--- src/rtl/mesi_bus_arbiter_pkg.sv ---
// rtl/mesi_bus_arbiter_pkg.sv - shared types for the MESI snoop-bus arbiter
// Contents: cache line states, bus op encoding, arbiter FSM states and
// the fill-state decode used when a transaction completes.
package mesi_pkg;

    typedef enum logic [1:0] {
        MESI_I = 2'b00,
        MESI_S = 2'b01,
        MESI_E = 2'b10,
        MESI_M = 2'b11
    } mesi_state_t;

    typedef enum logic [1:0] {
        OP_NONE    = 2'b00,
        OP_BUSRD   = 2'b01,
        OP_BUSRDX  = 2'b10,
        OP_BUSUPGR = 2'b11
    } bus_op_t;

    typedef enum logic [2:0] {
        ARB_IDLE,
        ARB_SNOOP,
        ARB_WB,
        ARB_MEM_RD,
        ARB_DONE
    } arb_state_t;

    // A plain read lands in S when any other cache had a copy (clean or
    // just written back), otherwise the requester owns it exclusively.
    // Ownership-taking ops always install M.
    function automatic mesi_state_t fill_for(bus_op_t op, logic shared, logic dirty);
        if (op == OP_BUSRD) begin
            return (shared || dirty) ? MESI_S : MESI_E;
        end
        return MESI_M;
    endfunction

endpackage

--- src/rtl/mesi_bus_arbiter_if.sv ---
// rtl/mesi_bus_arbiter_if.sv - snoop-bus bundle between caches, arbiter and memory
// Signals:
//   req/req_op/req_addr  per-cache bus requests (into the arbiter)
//   gnt/done/fill_state  grant, completion pulse and state to install
//   snp_*                snoop broadcast out, snp_hit/snp_dirty responses in
//   mem_*                shared memory port, mem_ack returns completion
// Modports: master = arbiter side, slave = caches + memory side.
interface mesi_bus_if #(
    parameter int N  = 2,
    parameter int AW = 32
);
    localparam int IW = (N > 1) ? $clog2(N) : 1;

    logic [N-1:0]          req;
    logic [N-1:0][1:0]     req_op;
    logic [N-1:0][AW-1:0]  req_addr;
    logic [N-1:0]          gnt;
    logic [N-1:0]          done;
    logic [1:0]            fill_state;
    logic                  snp_valid;
    logic [1:0]            snp_op;
    logic [AW-1:0]         snp_addr;
    logic [IW-1:0]         snp_src;
    logic [N-1:0]          snp_hit;
    logic [N-1:0]          snp_dirty;
    logic                  mem_req;
    logic                  mem_we;
    logic [AW-1:0]         mem_addr;
    logic                  mem_ack;

    modport master (
        input  req, req_op, req_addr, snp_hit, snp_dirty, mem_ack,
        output gnt, done, fill_state, snp_valid, snp_op, snp_addr, snp_src,
               mem_req, mem_we, mem_addr
    );

    modport slave (
        output req, req_op, req_addr, snp_hit, snp_dirty, mem_ack,
        input  gnt, done, fill_state, snp_valid, snp_op, snp_addr, snp_src,
               mem_req, mem_we, mem_addr
    );

endinterface

--- src/rtl/mesi_bus_arbiter_rr_arbiter.sv ---
// rtl/mesi_bus_arbiter_rr_arbiter.sv - combinational round-robin pick
// Ports:
//   eligible    per-cache eligibility vector
//   rr_ptr      index that has first priority
//   winner      one-hot winner (all zero when nothing is eligible)
//   winner_idx  binary index of the winner (0 when nothing is eligible)
module rr_arbiter #(
    parameter  int N  = 2,
    localparam int IW = (N > 1) ? $clog2(N) : 1
) (
    input  logic [N-1:0]  eligible,
    input  logic [IW-1:0] rr_ptr,
    output logic [N-1:0]  winner,
    output logic [IW-1:0] winner_idx
);

    logic found;

    // Two ordered scans: first the indices at or above the pointer, then
    // the wrapped-around ones below it. The first hit wins.
    always_comb begin
        winner     = '0;
        winner_idx = '0;
        found      = 1'b0;
        for (int j = 0; j < N; j++) begin
            if (!found && eligible[j] && (IW'(j) >= rr_ptr)) begin
                found      = 1'b1;
                winner[j]  = 1'b1;
                winner_idx = IW'(j);
            end
        end
        for (int j = 0; j < N; j++) begin
            if (!found && eligible[j]) begin
                found      = 1'b1;
                winner[j]  = 1'b1;
                winner_idx = IW'(j);
            end
        end
    end

endmodule

--- src/rtl/mesi_bus_arbiter.sv ---
// rtl/mesi_bus_arbiter.sv - MESI snoop-bus arbiter and transaction sequencer
// Ports:
//   clk    system clock, rising edge
//   rst_n  asynchronous active-low reset
//   bus    mesi_bus_if.master: requests in, grant/snoop/memory/done out
// Flow: IDLE picks a requester round-robin, SNOOP broadcasts and samples
// hit/dirty, WB writes back a dirty line, MEM_RD fetches the line, DONE
// pulses done[src] with the fill state and advances the pointer.
module mesi_bus_arbiter
    import mesi_pkg::*;
#(
    parameter int N  = 2,
    parameter int AW = 32
) (
    input  logic       clk,
    input  logic       rst_n,
    mesi_bus_if.master bus
);

    localparam int IW = (N > 1) ? $clog2(N) : 1;

    arb_state_t     state_q, state_d;
    logic [IW-1:0]  src_q, src_d;
    logic [IW-1:0]  rr_ptr_q, rr_ptr_d;
    bus_op_t        op_q, op_d;
    logic [AW-1:0]  addr_q, addr_d;
    logic           shared_q, shared_d;
    logic           dirty_q, dirty_d;

    logic [N-1:0]   eligible;
    logic [N-1:0]   win_onehot;
    logic [IW-1:0]  win_idx;
    logic           win_valid;
    logic [N-1:0]   src_onehot;
    logic           snoop_shared;
    logic           snoop_dirty;
    logic [IW-1:0]  src_next;

    always_comb begin
        eligible = '0;
        for (int i = 0; i < N; i++) begin
            eligible[i] = bus.req[i] && (bus.req_op[i] != 2'b00);
        end
    end

    rr_arbiter #(.N(N)) u_rr_arbiter (
        .eligible   (eligible),
        .rr_ptr     (rr_ptr_q),
        .winner     (win_onehot),
        .winner_idx (win_idx)
    );

    assign win_valid  = |win_onehot;
    assign src_onehot = {{(N-1){1'b0}}, 1'b1} << src_q;

    // The requester's own snoop response is never counted.
    assign snoop_shared = |(bus.snp_hit   & ~src_onehot);
    assign snoop_dirty  = |(bus.snp_dirty & ~src_onehot);

    assign src_next = (src_q == IW'(N - 1)) ? '0 : src_q + 1'b1;

    always_ff @(posedge clk or negedge rst_n) begin
        if (!rst_n) begin
            state_q  <= ARB_IDLE;
            src_q    <= '0;
            rr_ptr_q <= '0;
            op_q     <= OP_NONE;
            addr_q   <= '0;
            shared_q <= 1'b0;
            dirty_q  <= 1'b0;
        end else begin
            state_q  <= state_d;
            src_q    <= src_d;
            rr_ptr_q <= rr_ptr_d;
            op_q     <= op_d;
            addr_q   <= addr_d;
            shared_q <= shared_d;
            dirty_q  <= dirty_d;
        end
    end

    always_comb begin
        state_d  = state_q;
        src_d    = src_q;
        rr_ptr_d = rr_ptr_q;
        op_d     = op_q;
        addr_d   = addr_q;
        shared_d = shared_q;
        dirty_d  = dirty_q;
        case (state_q)
            ARB_IDLE: begin
                if (win_valid) begin
                    src_d   = win_idx;
                    op_d    = bus_op_t'(bus.req_op[win_idx]);
                    addr_d  = bus.req_addr[win_idx];
                    state_d = ARB_SNOOP;
                end
            end
            ARB_SNOOP: begin
                shared_d = snoop_shared;
                dirty_d  = snoop_dirty;
                if (snoop_dirty) begin
                    state_d = ARB_WB;
                end else if (op_q == OP_BUSUPGR) begin
                    state_d = ARB_DONE;
                end else begin
                    state_d = ARB_MEM_RD;
                end
            end
            ARB_WB: begin
                // An upgrade already holds the data; it only needs the
                // stale owner's copy flushed, not a fresh read.
                if (bus.mem_ack) begin
                    state_d = (op_q == OP_BUSUPGR) ? ARB_DONE : ARB_MEM_RD;
                end
            end
            ARB_MEM_RD: begin
                if (bus.mem_ack) begin
                    state_d = ARB_DONE;
                end
            end
            ARB_DONE: begin
                rr_ptr_d = src_next;
                state_d  = ARB_IDLE;
            end
            default: begin
                state_d = ARB_IDLE;
            end
        endcase
    end

    // Every output is decoded from registered state so nothing reaches the
    // bus combinationally from the request inputs.
    always_comb begin
        bus.gnt        = '0;
        bus.done       = '0;
        bus.fill_state = 2'b00;
        bus.snp_valid  = 1'b0;
        bus.snp_op     = 2'b00;
        bus.snp_addr   = '0;
        bus.snp_src    = '0;
        bus.mem_req    = 1'b0;
        bus.mem_we     = 1'b0;
        bus.mem_addr   = '0;
        if (state_q != ARB_IDLE) begin
            bus.gnt = src_onehot;
        end
        case (state_q)
            ARB_SNOOP: begin
                bus.snp_valid = 1'b1;
                bus.snp_op    = op_q;
                bus.snp_addr  = addr_q;
                bus.snp_src   = src_q;
            end
            ARB_WB: begin
                bus.mem_req  = 1'b1;
                bus.mem_we   = 1'b1;
                bus.mem_addr = addr_q;
            end
            ARB_MEM_RD: begin
                bus.mem_req  = 1'b1;
                bus.mem_addr = addr_q;
            end
            ARB_DONE: begin
                bus.done       = src_onehot;
                bus.fill_state = fill_for(op_q, shared_q, dirty_q);
            end
            default: begin
            end
        endcase
    end

endmodule

--- src/flat_wrapper.sv ---
// flat-port wrapper written by rule: the top's interface ports become plain ports
module mesi_bus_arbiter_flat import mesi_pkg::*;
#(
    parameter int N  = 2,
    parameter int AW = 32
)
  (clk, rst_n, bus_req, bus_req_op, bus_req_addr, bus_snp_hit, bus_snp_dirty, bus_mem_ack, bus_gnt, bus_done, bus_fill_state, bus_snp_valid, bus_snp_op, bus_snp_addr, bus_snp_src, bus_mem_req, bus_mem_we, bus_mem_addr);
  mesi_bus_if #(.N(N), .AW(AW)) bus_i ();
  input  logic clk;
  input  logic rst_n;
  input wire logic [$bits(bus_i.req)-1:0] bus_req;
  input wire logic [$bits(bus_i.req_op)-1:0] bus_req_op;
  input wire logic [$bits(bus_i.req_addr)-1:0] bus_req_addr;
  input wire logic [$bits(bus_i.snp_hit)-1:0] bus_snp_hit;
  input wire logic [$bits(bus_i.snp_dirty)-1:0] bus_snp_dirty;
  input wire logic [$bits(bus_i.mem_ack)-1:0] bus_mem_ack;
  output wire logic [$bits(bus_i.gnt)-1:0] bus_gnt;
  output wire logic [$bits(bus_i.done)-1:0] bus_done;
  output wire logic [$bits(bus_i.fill_state)-1:0] bus_fill_state;
  output wire logic [$bits(bus_i.snp_valid)-1:0] bus_snp_valid;
  output wire logic [$bits(bus_i.snp_op)-1:0] bus_snp_op;
  output wire logic [$bits(bus_i.snp_addr)-1:0] bus_snp_addr;
  output wire logic [$bits(bus_i.snp_src)-1:0] bus_snp_src;
  output wire logic [$bits(bus_i.mem_req)-1:0] bus_mem_req;
  output wire logic [$bits(bus_i.mem_we)-1:0] bus_mem_we;
  output wire logic [$bits(bus_i.mem_addr)-1:0] bus_mem_addr;
  assign bus_i.req = bus_req;
  assign bus_i.req_op = bus_req_op;
  assign bus_i.req_addr = bus_req_addr;
  assign bus_i.snp_hit = bus_snp_hit;
  assign bus_i.snp_dirty = bus_snp_dirty;
  assign bus_i.mem_ack = bus_mem_ack;
  assign bus_gnt = bus_i.gnt;
  assign bus_done = bus_i.done;
  assign bus_fill_state = bus_i.fill_state;
  assign bus_snp_valid = bus_i.snp_valid;
  assign bus_snp_op = bus_i.snp_op;
  assign bus_snp_addr = bus_i.snp_addr;
  assign bus_snp_src = bus_i.snp_src;
  assign bus_mem_req = bus_i.mem_req;
  assign bus_mem_we = bus_i.mem_we;
  assign bus_mem_addr = bus_i.mem_addr;
  mesi_bus_arbiter #(.N(N), .AW(AW)) u_core (.clk(clk), .rst_n(rst_n), .bus(bus_i));
endmodule
--- config.mk ---
export PLATFORM = sky130hd
export DESIGN_NAME = mesi_bus_arbiter_flat
export DESIGN_NICKNAME = d
export VERILOG_FILES = /design/src/rtl/mesi_bus_arbiter_pkg.sv /design/src/rtl/mesi_bus_arbiter_if.sv /design/src/rtl/mesi_bus_arbiter_rr_arbiter.sv /design/src/rtl/mesi_bus_arbiter.sv /design/src/flat_wrapper.sv
export SDC_FILE = /design/constraint.sdc
export NUM_CORES = 1
export LEC_CHECK = 0
export BUFFER_PORTS_ARGS = -buffer_cell sky130_fd_sc_hd__buf_2
export CAP_MARGIN = 25
export CORE_ASPECT_RATIO = 1.4
export CORE_MARGIN = 8
export CORE_UTILIZATION = 40
export DETAILED_ROUTE_END_ITERATION = 8
export PLACE_DENSITY = 0.75
export SETUP_SLACK_MARGIN = 0.1
export SLEW_MARGIN = 10
export SYNTH_ARGS = -nofsm -noshare
export SYNTH_HDL_FRONTEND = slang
export SYNTH_SLANG_ARGS = --single-unit
--- constraint.sdc ---
create_clock -name clk -period 1.8 [get_ports clk]
set_input_delay 0.18 -clock clk [delete_from_list [all_inputs] [get_ports clk]]
set_output_delay 0.18 -clock clk [all_outputs]
set_load 0.02 [all_outputs]
After elaboration in Yosys (flattened, before gate mapping)
Index checks and enable logic that the tools add are counted.
{"block": "word_totals", "register_bits": 41, "in_bits": 77, "out_inout_bits": 76, "elab_cells": 79}
{"block": "op_classes", "n_lt_le_gt_ge": 3, "n_mux": 34, "n_reduce_logical": 21, "n_bitwise": 3, "shifts": 1, "n_eq_ne": 9, "addsub": 1}
{"cell": "$mux W32", "count": 4}
{"cell": "$mux W2", "count": 9}
{"cell": "$mux W1", "count": 15}
{"cell": "$mux W3", "count": 5}
{"cell": "$pmux W3 S4", "count": 1}
{"cell": "$reduce_or A2 Y1", "count": 4}
{"cell": "$logic_and A1 B1 Y1", "count": 7}
{"cell": "$eq A3 B2 Y1 const B", "count": 2}
{"cell": "$and A2 B2 Y2", "count": 2}
{"cell": "$ne A2 B2 Y1 const B", "count": 2}
{"cell": "$reduce_bool A2 Y1", "count": 2}
{"cell": "$eq A3 B1 Y1 const B", "count": 1}
{"cell": "$eq A3 B3 Y1 const B", "count": 1}
{"cell": "$logic_not A1 Y1", "count": 3}
{"cell": "$logic_not A3 Y1", "count": 1}
{"cell": "$reduce_and A3 Y1", "count": 1}
{"cell": "$reduce_bool A3 Y1", "count": 1}
{"cell": "$eq A2 B1 Y1 const B", "count": 1}
{"cell": "$eq A2 B2 Y1 const B", "count": 1}
{"cell": "$ge A1 B1 Y1 const A", "count": 2}
{"cell": "$lt A1 B2 Y1 const B", "count": 1}
{"cell": "$ne A2 B1 Y1 const B", "count": 1}
{"cell": "$not A2 Y2", "count": 1}
{"cell": "$reduce_and A2 Y1", "count": 1}
{"cell": "other kinds (3)", "count": 3}

Logic depth before layout (Yosys ltp)
Gate-level depths: netlist of run 1.
{"block": "logic_depth", "word_depth": 17, "depth_mapped": 6}

Hierarchy
Synthesis of run 1 repeated with hierarchy kept, for this count alone.
{"block": "hier_totals", "cells_unflattened": 241, "hier_area_um2": 2750.1}
{"mod": "mesi_bus_arbiter", "seq_area_each_um2": 1026.0, "cells_each": 237, "instances": 1, "area_per_inst_um2": 2723.9}
{"mod": "rr_arbiter", "seq_area_each_um2": 0.0, "cells_each": 4, "instances": 1, "area_per_inst_um2": 26.3}

Least setup slack after synthesis of run 1
Ideal clock, no wire load.
{"block": "synth_path", "path_kind": "flip-flop to output port", "from": "register u_core.state_q[2]", "to": "output bus_mem_addr[22]", "arrival_ns": 1.363, "stages_incl_launch_ff": 5, "n_path_buf": 1, "slack_ns": 0.257, "cell_sequence": "dfrtp_1 nand2b_1 inv_1 clkbuf_1 and2_1"}
{"block": "synth_between", "elab_chain_len": 3, "word_cells_on_any_way": 4, "classes_between": "2 x eq/ne; 1 x mux; 1 x reduce/logical"}
{"item": "from (decl)", "line_no": "mesi_bus_arbiter.sv:22", "source": "arb_state_t state_q, state_d;"}
{"item": "from (signal assigned)", "line_no": "mesi_bus_arbiter.sv:72", "source": "state_q <= state_d;"}
{"item": "$eq A3 B2 Y1", "line_no": "mesi_bus_arbiter.sv:148", "source": "case (state_q)"}
{"item": "$reduce_or A2 Y1 (no source line) (*)"}
{"item": "$mux W32 (*)", "line_no": "mesi_bus_arbiter.sv:148"}
{"item": "to (decl)", "line_no": "flat_wrapper.sv:26", "source": "output wire logic [$bits(bus_i.mem_addr)-1:0] bus_mem_addr;"}
Every way passes the cells marked *; elsewhere a longest branch is shown, timed or not.

Worst setup path after layout of run 1
{"block": "layout_path", "from": "register u_core.state_q[1]", "to": "output bus_snp_addr[4]"}
{"block": "layout_between", "elab_chain_len": 2}
{"item": "$eq A3 B1 Y1", "line_no": "mesi_bus_arbiter.sv:148"}
{"item": "$mux W32", "line_no": "mesi_bus_arbiter.sv:148"}
{"item": "to (decl)", "line_no": "flat_wrapper.sv:22", "source": "output wire logic [$bits(bus_i.snp_addr)-1:0] bus_snp_addr;"}
Every way passes these cells.

==> metrics.md, run 1 <==
| Metric | Value |
|---|---|
| Clk buf depth | 2 |
| Register area share after synthesis | 41.6% |
| Worst VDD drop | 0.000871 V |
| Remaining antenna violation count | 0 |
| First-pass GRT wire length | 12,800 um |
| Max-cap violations | 0 |
| Yosys cell types | 29 |
| Synth Register Bits | 41 |
| Fill cell count | 531 |
| Design area | 3870 um^2 |
| Largest net degree at the start of global routing | 44 |
| Mean Syn Cell Area | 9.06 um^2 |
| PD cells | 1910 nW/um^2 |
| Layout Skew | 0.00734 ns |
| Vias | 2,545 |
| Area share of the largest cell type after synthesis | 41.6% |
| Worst skew pair latency | 0.29 ns |
| Max Fclk | 576 MHz |
| DR pass1 iterations | 5 |
| Final nets | 513 |
| N_diodes | 0 |
| Required time of the critical path | 1.62 ns |
| Post-Route WL | 8950 um |
| Slowest stage delay, CP | 0.47 ns |
| Tightest Pin Transition | 0.570 ns |
| Crit-path most repeated cell | buf_6 |
| Cell Area, Placed | 3330 um^2 |
| Layout Cells excl Fill | 509 |
| Residual DRC count | 0 |
| Reg clk slew, reported paths | 0.08 ns |
| GPL Wtd Cong | 0.832 |
| RSZ-0062 raised after global routing | yes |
| Dominant synthesized flop cell | dfrtp_1 |
| Post-synth ARST share | 100% |
| Setup TNS | 0 ns |
| Fin util | 63.6% |
| Fin Hold WS | 0.186 ns |
| IO Count | 153 |
| Hold Vio Cnt, Final | 0 |
| Synth area leaders | dfrtp_1, and2_1, mux2i_1 |
| Slowest CP cell | dfrtp_2 |
| Worst Hold Class | input pin to flip-flop |
| Clock period minus worst slack | 1.74 ns |
| Placed cell count | 488 |
| CP Max Fanout | 7 |
| Die extent in x | 82.3 um |
| Die height | 109 um |
| Clk sinks | 41 |
| Critical Path Sink Type | output port |
| 1st-iter DRT viols | 136 |
| Layout cells sized above 1 | 47.6% |
| CP top delay family | flip-flops |
| CTS tree | built |
| Synth Cell Area | 2460 um^2 |
| Final setup margin | 0.0638 ns |
| Routed WL per cell | 17.6 um |
| Final setup violating endpoints | 0 |
| Status | finished, final reports clean |
| EDFF count, synth | 0 |
| Slew Viols, Final | 0 |
| Root buffer cell | clkbuf_8 |
| Overall power | 7.38 mW |
| Static Leak | 2.09 nW |
| Worst EP arrival | 1.56 ns |
| Core Area | 6080 um^2 |
| Die ar. | 8970 um^2 |
| Startpoint Class | flip-flop |
| Synth Net Count | 349 |
| Yosys top cell by area | dfrtp_1 |
| Cell with the most instances after synthesis | and2_1 |
| Max_slew headroom | 61.9% |
| Top post-synthesis cells by count | and2_1, nor2_1, dfrtp_1 |
| Gr ovfl total | 0 |
| Final Cycle Share | 96.5% |
| Syn-to-layout area delta | 57.0% |
| DP Worst Slack | 0.200 ns |
| H-tree levels | 2 |
| Critical path type | flip-flop to output port |
| I/O Buffers | 152 |
| Crit-path cells | nor3b_4 > buf_6 > clkbuf_16 > and2_4 > buf_6 |
| Antenna violations before repair | 0 |
| Vias per inst | 5.00 |
| Vias in the first global route | 2,659 |
| WP buf/inv | 3 |
| Total Routing Usage GR | 18.1% |
| Row cnt | 34 |
| Yosys warns | 0 |
| Initial Util | 40.5% |
| DP HPWL | 6160 um |
| Synth Instances | 272 |
| CTS Buf Count | 5 |
[final cells by class]
type / instances / area [um^2] / share of cell area, %
inverter: 4 / 15.0 / 0.388
sequential: 41 / 1030 / 26.6
clock buffer: 8 / 80.1 / 2.07
tap: 72 / 90.1 / 2.33
timing repair buffer: 176 / 1280 / 33.0
multi-input combinational: 208 / 1380 / 35.6
[cell families after synthesis]
family          share of synthesized area (%)
simple gates                             26.2
compound gates                           11.8
buf+inv                                  5.38
flops                                    41.6
mux                                      15.0
[final timing paths]
kind | startpoint | endpoint | slack, ns | cells after the start
hold reg to reg | u_core.dirty_q | u_core.dirty_q | 0.50 | 1
min in group asynchronous | rst_n | u_core.op_q[1] | 0.40 | 2
hold / removal | bus_req_addr[33] | u_core.addr_q[1] | 0.19 | 3
setup reg to reg | u_core.state_q[1] | u_core.addr_q[13] | 0.14 | 7
max in group asynchronous | rst_n | u_core.addr_q[14] | 0.74 | 3
setup / recovery | u_core.state_q[1] | bus_snp_addr[4] | 0.06 | 5
[where the power goes]
part / internal (mW) / switching [mW] / total [mW]
clock network: 0.276 / 0.293 / 0.569
logic: 2.40 / 2.59 / 5.00
registers: 1.38 / 0.429 / 1.81
[per-layer routing]
metal,GRT usage [%],share of wire (%),vias up,wire (um)
li1,-,-,1230,-
met1,19.4,36,1199,3210
met2,33.9,55,103,4930
met3,3.22,7.5,13,670
met4,6.17,1.7,0,151
met5,0,0,-,0
[worst register-to-register path: stages, from the launching register on]
cell and delay (ns):
dfrtp_2 0.47, buf_4 0.16, nor3_2 0.23, a21boi_4 0.24, buf_12 0.14, buf_12 0.16
nor2_1 0.06, a21oi_1 0.12
[repair_timing]
action / CTS / global route
cloned: 2 / 3
setup endpoints to repair: 63 / 95
pin swaps: 1 / 9
hold endpoints to repair: 20 / 0
hold buffers: 1 / 0
setup buffers: 5 / 2
resized for setup: 39 / 63
[layout by cell type, fill, tap and decap left out, types with 2 or more instances in the layout]
cell type / n
a21oi_1: 39
and2_1: 49
and2_4: 19
buf_12: 4
buf_2: 114
buf_4: 21
buf_6: 28
buf_8: 4
clkbuf_1: 3
clkbuf_16: 3
clkbuf_8: 5
dfrtp_1: 38
dfrtp_2: 3
inv_1: 3
mux2i_1: 37
nand2_1: 3
nor2_1: 43
nor2b_1: 2
[flip-flops by register name, summed over array words and instances (netlist names)]
name,cells
u_core.addr_q,32
u_core.dirty_q,1
u_core.op_q,2
u_core.rr_ptr_q,1
u_core.shared_q,1
u_core.src_q,1
u_core.state_q,3
Power figures use the tool's default switching activity.
==> inputs of run 2 (changes only) <==
- CTS_CLUSTER_DIAMETER: default -> 50
- SETUP_SLACK_MARGIN: 0.1 -> default
==> run 2 against run 1 <==
  * Clock-buffer cell count stayed put
  * Worst hold slack hardly changed
  * Largest cell class unchanged
  * Clock power is 1% lower
  * Total power is 15% lower
  * Highest routed layer unchanged
  * Sequential cell count stayed put
  * Critical path depth stayed put
  * Critical path type unchanged
  * Die area stayed put
  * Via count is 5.2% lower
  * Maximum frequency is 0.51% higher
  * Register-to-register slack better by 0.05 ns
==> metrics.md, run 2 (synthesis gave the netlist of run 1 again) <==
| Metric | Value |
|---|---|
| Status | finished, final reports clean |
| Net Switching | 3.01 mW |
| Placed cell count | 488 |
| Combinational fraction of design power | 62.5% |
| Total Routing Usage GR | 16.9% |
| Worst skew pair latency | 0.28 ns |
| Commonest non-fill, non-tap cell in the layout | buf_2 |
| Slew Viols, Final | 0 |
| PD cells | 1810 nW/um^2 |
| Row cnt | 34 |
| Initial Util | 40.5% |
| Largest regs | u_core.addr_q x32, u_core.state_q x3, u_core.op_q x2 |
| Largest net degree at the start of global routing | 44 |
| Critical Path Sink Type | output port |
| Most frequent cells in the layout | buf_2, and2_1, nor2_1 |
| Die extent in x | 82.3 um |
| WP buf/inv | 3 |
| Slowest stage delay, CP | 0.47 ns |
| Int Pwr | 3.28 mW |
| Slowest CP cell | dfrtp_2 |
| Max-cap violations | 0 |
| Final nets | 501 |
| RSZ-0062 raised after global routing | yes |
| Top reg by flops | u_core.addr_q |
| Remaining antenna violation count | 0 |
| H-tree levels | 2 |
| DP HPWL | 6160 um |
| Layout cells sized above 1 | 41.6% |
| Gr ovfl total | 0 |
| N_diodes | 0 |
| Design area | 3470 um^2 |
| Syn-to-layout area delta | 41.0% |
| Flop pwr share | 28.5% |
| Required time of the critical path | 1.62 ns |
| Postcts setup bufs | 0 |
| Vias per inst | 4.85 |
| Worst Hold Class | input pin to flip-flop |
| Vias | 2,412 |
| Clk pwr share | 8.9% |
| Fill cell count | 576 |
| IO Count | 153 |
| Static Leak | 1.94 nW |
| CTS Buf Count | 5 |
| DR pass1 iterations | 4 |
| Cell Area, Placed | 3330 um^2 |
| Final setup margin | 0.0725 ns |
| Die height | 109 um |
| Worst VDD drop | 0.000768 V |
| Setup TNS | 0 ns |
| First-pass GRT wire length | 12,000 um |
| DP Worst Slack | 0.200 ns |
| Antenna violations before repair | 0 |
| I/O Buffers | 152 |
| Core Area | 6080 um^2 |
| Clk sinks | 41 |
| Layout Skew | 0.00654 ns |
| Max reg flops | 32 |
| Reg area | 1030 um^2 |
| Clk buf depth | 2 |
| 1st-iter DRT viols | 98 |
| GPL Wtd Cong | 0.832 |
| Multi-input gate area | 1330 um^2 |
| Residual DRC count | 0 |
| Clock period minus worst slack | 1.73 ns |
| Hold Vio Cnt, Final | 0 |
| CP Max Fanout | 13 |
| Tightest Pin Transition | 0.569 ns |
| Max Fclk | 579 MHz |
| Max_slew headroom | 61.9% |
| Net Sw Frac | 47.9% |
| Vias in the first global route | 2,572 |
| Reg clk slew, reported paths | 0.07 ns |
| Post-Route WL | 7800 um |
| Startpoint Class | flip-flop |
| Root buffer cell | clkbuf_8 |
| CP top delay family | flip-flops |
| Routed WL per cell | 15.7 um |
| CTS tree | built |
| Final Cycle Share | 96.0% |
| Final setup violating endpoints | 0 |
| Die ar. | 8970 um^2 |
| Worst EP arrival | 1.55 ns |
| Crit-path cells | nand2b_1 > inv_2 > buf_6 > and2_1 > buf_2 |
| Critical path type | flip-flop to output port |
| Layout Cells excl Fill | 497 |
run 2: routing by layer:
metal | up-vias | global-route usage (%) | share of wire [%]
li1 | 1214 | - | -
met1 | 1098 | 18.1 | 36
met2 | 88 | 30.6 | 54
met3 | 12 | 3.55 | 7.8
met4 | 0 | 7.05 | 2.0
met5 | - | 0 | 0
run 2: final timing paths:
path                                   startpoint                end  slack (ns)  cells after the start
worst max-delay path            u_core.state_q[2]   bus_mem_addr[20]        0.07                      5
min in group asynchronous                   rst_n  u_core.addr_q[20]        0.40                      2
max in group asynchronous                   rst_n   u_core.addr_q[7]        0.75                      3
worst min register to register     u_core.dirty_q     u_core.dirty_q        0.49                      1
worst max register to register    u_core.rr_ptr_q   u_core.addr_q[9]        0.19                      4
worst min-delay path             bus_req_addr[33]   u_core.addr_q[1]        0.19                      3
run 2: repair_timing:
action	CTS	global route
endpoints found under the setup margin	22	67
gates resized for setup	1	21
hold buffers	1	0
hold endpoints to repair	20	0
run 2: tightest hold or removal path, delay by kind of cell:
kind                   cells  cell delay [ns]
multiplexers               1             0.05
buffers and inverters      1             0.07
AO/OA/AOI/OAI              1             0.13
run 2: power groups by stage:
stage / Sequential, mW / Combinational, mW / Clock (mW)
CTS: 1.78 / 3.86 / 0.585
global placement: 1.76 / 3.76 / 0
detailed placement: 1.80 / 3.85 / 0
global route: 1.85 / 4.32 / 0.624
floorplan: 1.63 / 2.66 / 0
finish: 1.80 / 3.94 / 0.563
run 2: area by class of cell:
type	count	area share [%]
well taps	72	2.59
repair buffers	164	26.7
flip-flops and latches	41	29.6
clock buffers	8	2.30
multi-input cells	208	38.3
inverters	4	0.432
run 2: through the flow:
| step | hold slack [ns] | power (mW) | util [%] |
|---|---|---|---|
| after CTS | 0.180 | 6.23 | 56.3 |
| after global routing | 0.189 | 6.80 | 57.1 |
| after detailed placement | 0.176 | 5.64 | 54.8 |
| after global placement | 0.171 | 5.52 | 54.8 |
| final | 0.187 | 6.30 | 57.1 |
| after floorplan | -0.116 | 4.29 | - |
==> inputs of run 3 (changes only) <==
- ABC_AREA: default -> 1
- PLACE_DENSITY: 0.75 -> 0.71
==> run 3 against run 2 <==
  * Final cell count rose by 43%
  * Non-clock buffer count fell by 2
  * Design area rose by 11%
  * Register-to-register slack improved by 0.11 ns
  * Clock-buffer cell count fell by 1
  * Critical path depth fell by 1
  * Largest power group unchanged
  * Highest routed layer unchanged
==> metrics.md, run 3 <==
| Metric | Value |
|---|---|
| Residual DRC count | 0 |
| N_diodes | 0 |
| DP Worst Slack | 0.231 ns |
| Max Fclk | 586 MHz |
| Final setup margin | 0.0932 ns |
| Layout Cells excl Fill | 713 |
| CP endpoint | bus_snp_addr[7] |
| XOR/XNOR share of the synthesized area | 0% |
| Vias | 3,169 |
| Most frequent cells in the layout | buf_2, nand2_1, inv_1 |
| Core Area | 6980 um^2 |
| CP Max Fanout | 37 |
| Yosys top cell by area | dfrtp_1 |
| Worst skew pair latency | 0.29 ns |
| Root buffer cell | clkbuf_8 |
| Final nets | 694 |
| Largest regs | u_core.addr_q x32, u_core.state_q x3, u_core.op_q x2 |
| Fin Hold WS | 0.155 ns |
| Synth area leaders | dfrtp_1, nand2_1, inv_1 |
| Max_slew headroom | 63.5% |
| Synth Net Count | 547 |
| Die extent in x | 87.9 um |
| Slew Viols, Final | 0 |
| GPL Wtd Cong | 0.817 |
| Worst EP arrival | 1.53 ns |
| Worst hold stages | 4 |
| Vias in the first global route | 3,129 |
| Worst Hold Class | input pin to flip-flop |
| Fin util | 55.4% |
| I/O Buffers | 152 |
| 1st-iter DRT viols | 130 |
| Largest net degree at the start of global routing | 38 |
| Dominant synthesized flop cell | dfrtp_1 |
| CP top delay family | flip-flops |
| Clock period minus worst slack | 1.71 ns |
| Complex-gate fraction of the synthesized area | 1.56% |
| Synth Instances | 470 |
| Mean Syn Cell Area | 6.16 um^2 |
| Tightest Pin Transition | 0.548 ns |
| Startpoint Class | flip-flop |
| H-tree levels | 2 |
| R2R setup slack | 0.30 ns |
| Synth Area in Simple Gates | 42.4% |
| Static Leak | 2.57 nW |
| Layout cells sized above 1 | 30.9% |
| Vias per inst | 4.44 |
| Synth Cell Area | 2900 um^2 |
| Status | finished, final reports clean |
| Die height | 117 um |
| Synth Register Bits | 41 |
| R2r endpoint | u_core.addr_q[1] |
| Routed WL per cell | 12.5 um |
| R2R depth | 7 |
| Setup TNS | 0 ns |
| Post-Route WL | 8930 um |
| Critical path type | flip-flop to output port |
| Final Cycle Share | 94.8% |
| Reg clk slew, reported paths | 0.08 ns |
| Worst VDD drop | 0.000934 V |
| EDFF count, synth | 0 |
| Final setup violating endpoints | 0 |
| Hold Vio Cnt, Final | 0 |
| Largest family of logic cells by synthesized area | simple AND/OR/NAND/NOR gates |
| Fill cell count | 702 |
| WP buf/inv | 2 |
| DP HPWL | 6850 um |
| Post-Synth Adder-Cell Area | 0% |
| Initial Util | 41.5% |
| Max-cap violations | 0 |
| Register area share after synthesis | 35.4% |
| Total Routing Usage GR | 17.5% |
| Row cnt | 36 |
| Yosys cell types | 22 |
| Required time of the critical path | 1.62 ns |
| Layout Skew | 0.00845 ns |
| First-pass GRT wire length | 14,300 um |
| Antenna violations before repair | 0 |
| Crit path depth | 4 |
| Remaining antenna violation count | 0 |
| Mux contribution to synthesized area | 0% |
| IO Count | 153 |
| Critical Path Sink Type | output port |
| PD cells | 1650 nW/um^2 |
| Area share of the largest cell type after synthesis | 35.4% |
| Placed cell count | 702 |
| RSZ-0062 raised after global routing | no |
| Commonest non-fill, non-tap cell in the layout | buf_2 |
| Clk sinks | 41 |
| Top post-synthesis cells by count | nand2_1, inv_1, nand3_1 |
| Multi-input gate area | 1280 um^2 |
| Cell with the most instances after synthesis | nand2_1 |
| Reg area | 1030 um^2 |
| Syn-to-layout area delta | 33.5% |
| Clk buf depth | 2 |
| Critical Path Source | u_core.state_q[1] |
| Crit-path cells | nor3_4 > bufinv_16 > nor2_1 > buf_2 |
| Slowest CP cell | dfrtp_2 |
| FF-to-FF Start | u_core.state_q[1] |
| Die ar. | 10,300 um^2 |
| Max reg flops | 32 |
| Yosys warns | 0 |
| Slowest stage delay, CP | 0.45 ns |
| Gr ovfl total | 0 |
| Post-synth ARST share | 100% |
| DR pass1 iterations | 4 |
| CTS Buf Count | 5 |
| Top reg by flops | u_core.addr_q |
| CTS tree | built |
## run 3: cell count changes after synthesis, sizes merged, moves of 2 or more
cell | before | now
buf | 12 | 22
clkbuf | 7 | 0
a21oi | 39 | 2
a31oi | 0 | 2
nor2b | 2 | 0
nand2 | 3 | 129
and2 | 68 | 0
nor2 | 43 | 78
mux2i | 37 | 0
nand3 | 0 | 74
inv | 4 | 116
## run 3: cell families (layout without fill, tap and decap cells)
group | Yosys count | in the layout
and+or+nand+nor | 283 | 283
DFF | 41 | 41
buffers and inverters | 138 | 286
AOI/OAI and AO/OA | 8 | 8
## run 3: worst reg2reg max path: cells and delay by family, from the launching register on
kind	cells	cell delay, ns
flip-flops	1	0.45
buffers and inverters	2	0.38
AND/OR/NAND/NOR	5	0.60
## run 3: final cells by class
class,count,share of cell area [%]
Sequential cell,41,26.6
Tap cell,95,3.07
Clock buffer,7,2.23
Multi-Input combinational cell,291,33.0
Timing Repair Buffer,162,22.3
Inverter,116,12.0
Clock inverter,1,0.777
## run 3: timing repair
item | CTS | global route
buffers inserted | 1 | 1
endpoints found under the setup margin | 35 | 16
hold buffers | 1 | 0
endpoints found under the hold margin | 21 | 0
gates resized for setup | 1 | 6
pin swaps | 1 | 0
## run 3: per-layer routing
metal  GRT usage [%]  share of wire (%)  up-vias
li1                -                  -     1660
met1            17.7                 38     1403
met2            33.2                 53       96
met3            4.30                7.4       10
met4            6.68                1.6        0
met5               0                  0        -
## run 3: how the worst min path moves through the flow
| stage | slack, ns | from | endpoint |
|---|---|---|---|
| 2_1_floorplan | -0.12 | rst_n | u_core.addr_q[0] |
| 3_3_place_gp | 0.18 | rst_n | u_core.src_q |
| 3_5_place_dp | 0.20 | rst_n | u_core.addr_q[0] |
| 4_1_cts | 0.14 | bus_mem_ack | u_core.state_q[0] |
| 5_1_grt | 0.17 | bus_snp_hit[0] | u_core.shared_q |
| 6_report | 0.15 | bus_mem_ack | u_core.state_q[0] |
## run 3: report_power, final
| part | internal, mW | total, mW | leakage (nW) | switching, mW |
|---|---|---|---|---|
| clock | 0.452 | 0.758 | 0.0585 | 0.306 |
| combinational | 1.29 | 3.93 | 2.01 | 2.64 |
| sequential | 1.38 | 1.68 | 0.501 | 0.292 |
| total | 3.13 | 6.37 | 2.57 | 3.24 |
## run 3: through the flow
stage / cell area, um^2 / power [mW]
2_1_floorplan: 2900 / 4.45
3_5_place_dp: 3690 / 5.54
6_report: 3870 / 6.37
4_1_cts: 3830 / 6.36
3_3_place_gp: 3690 / 5.45
5_1_grt: 3870 / 6.93
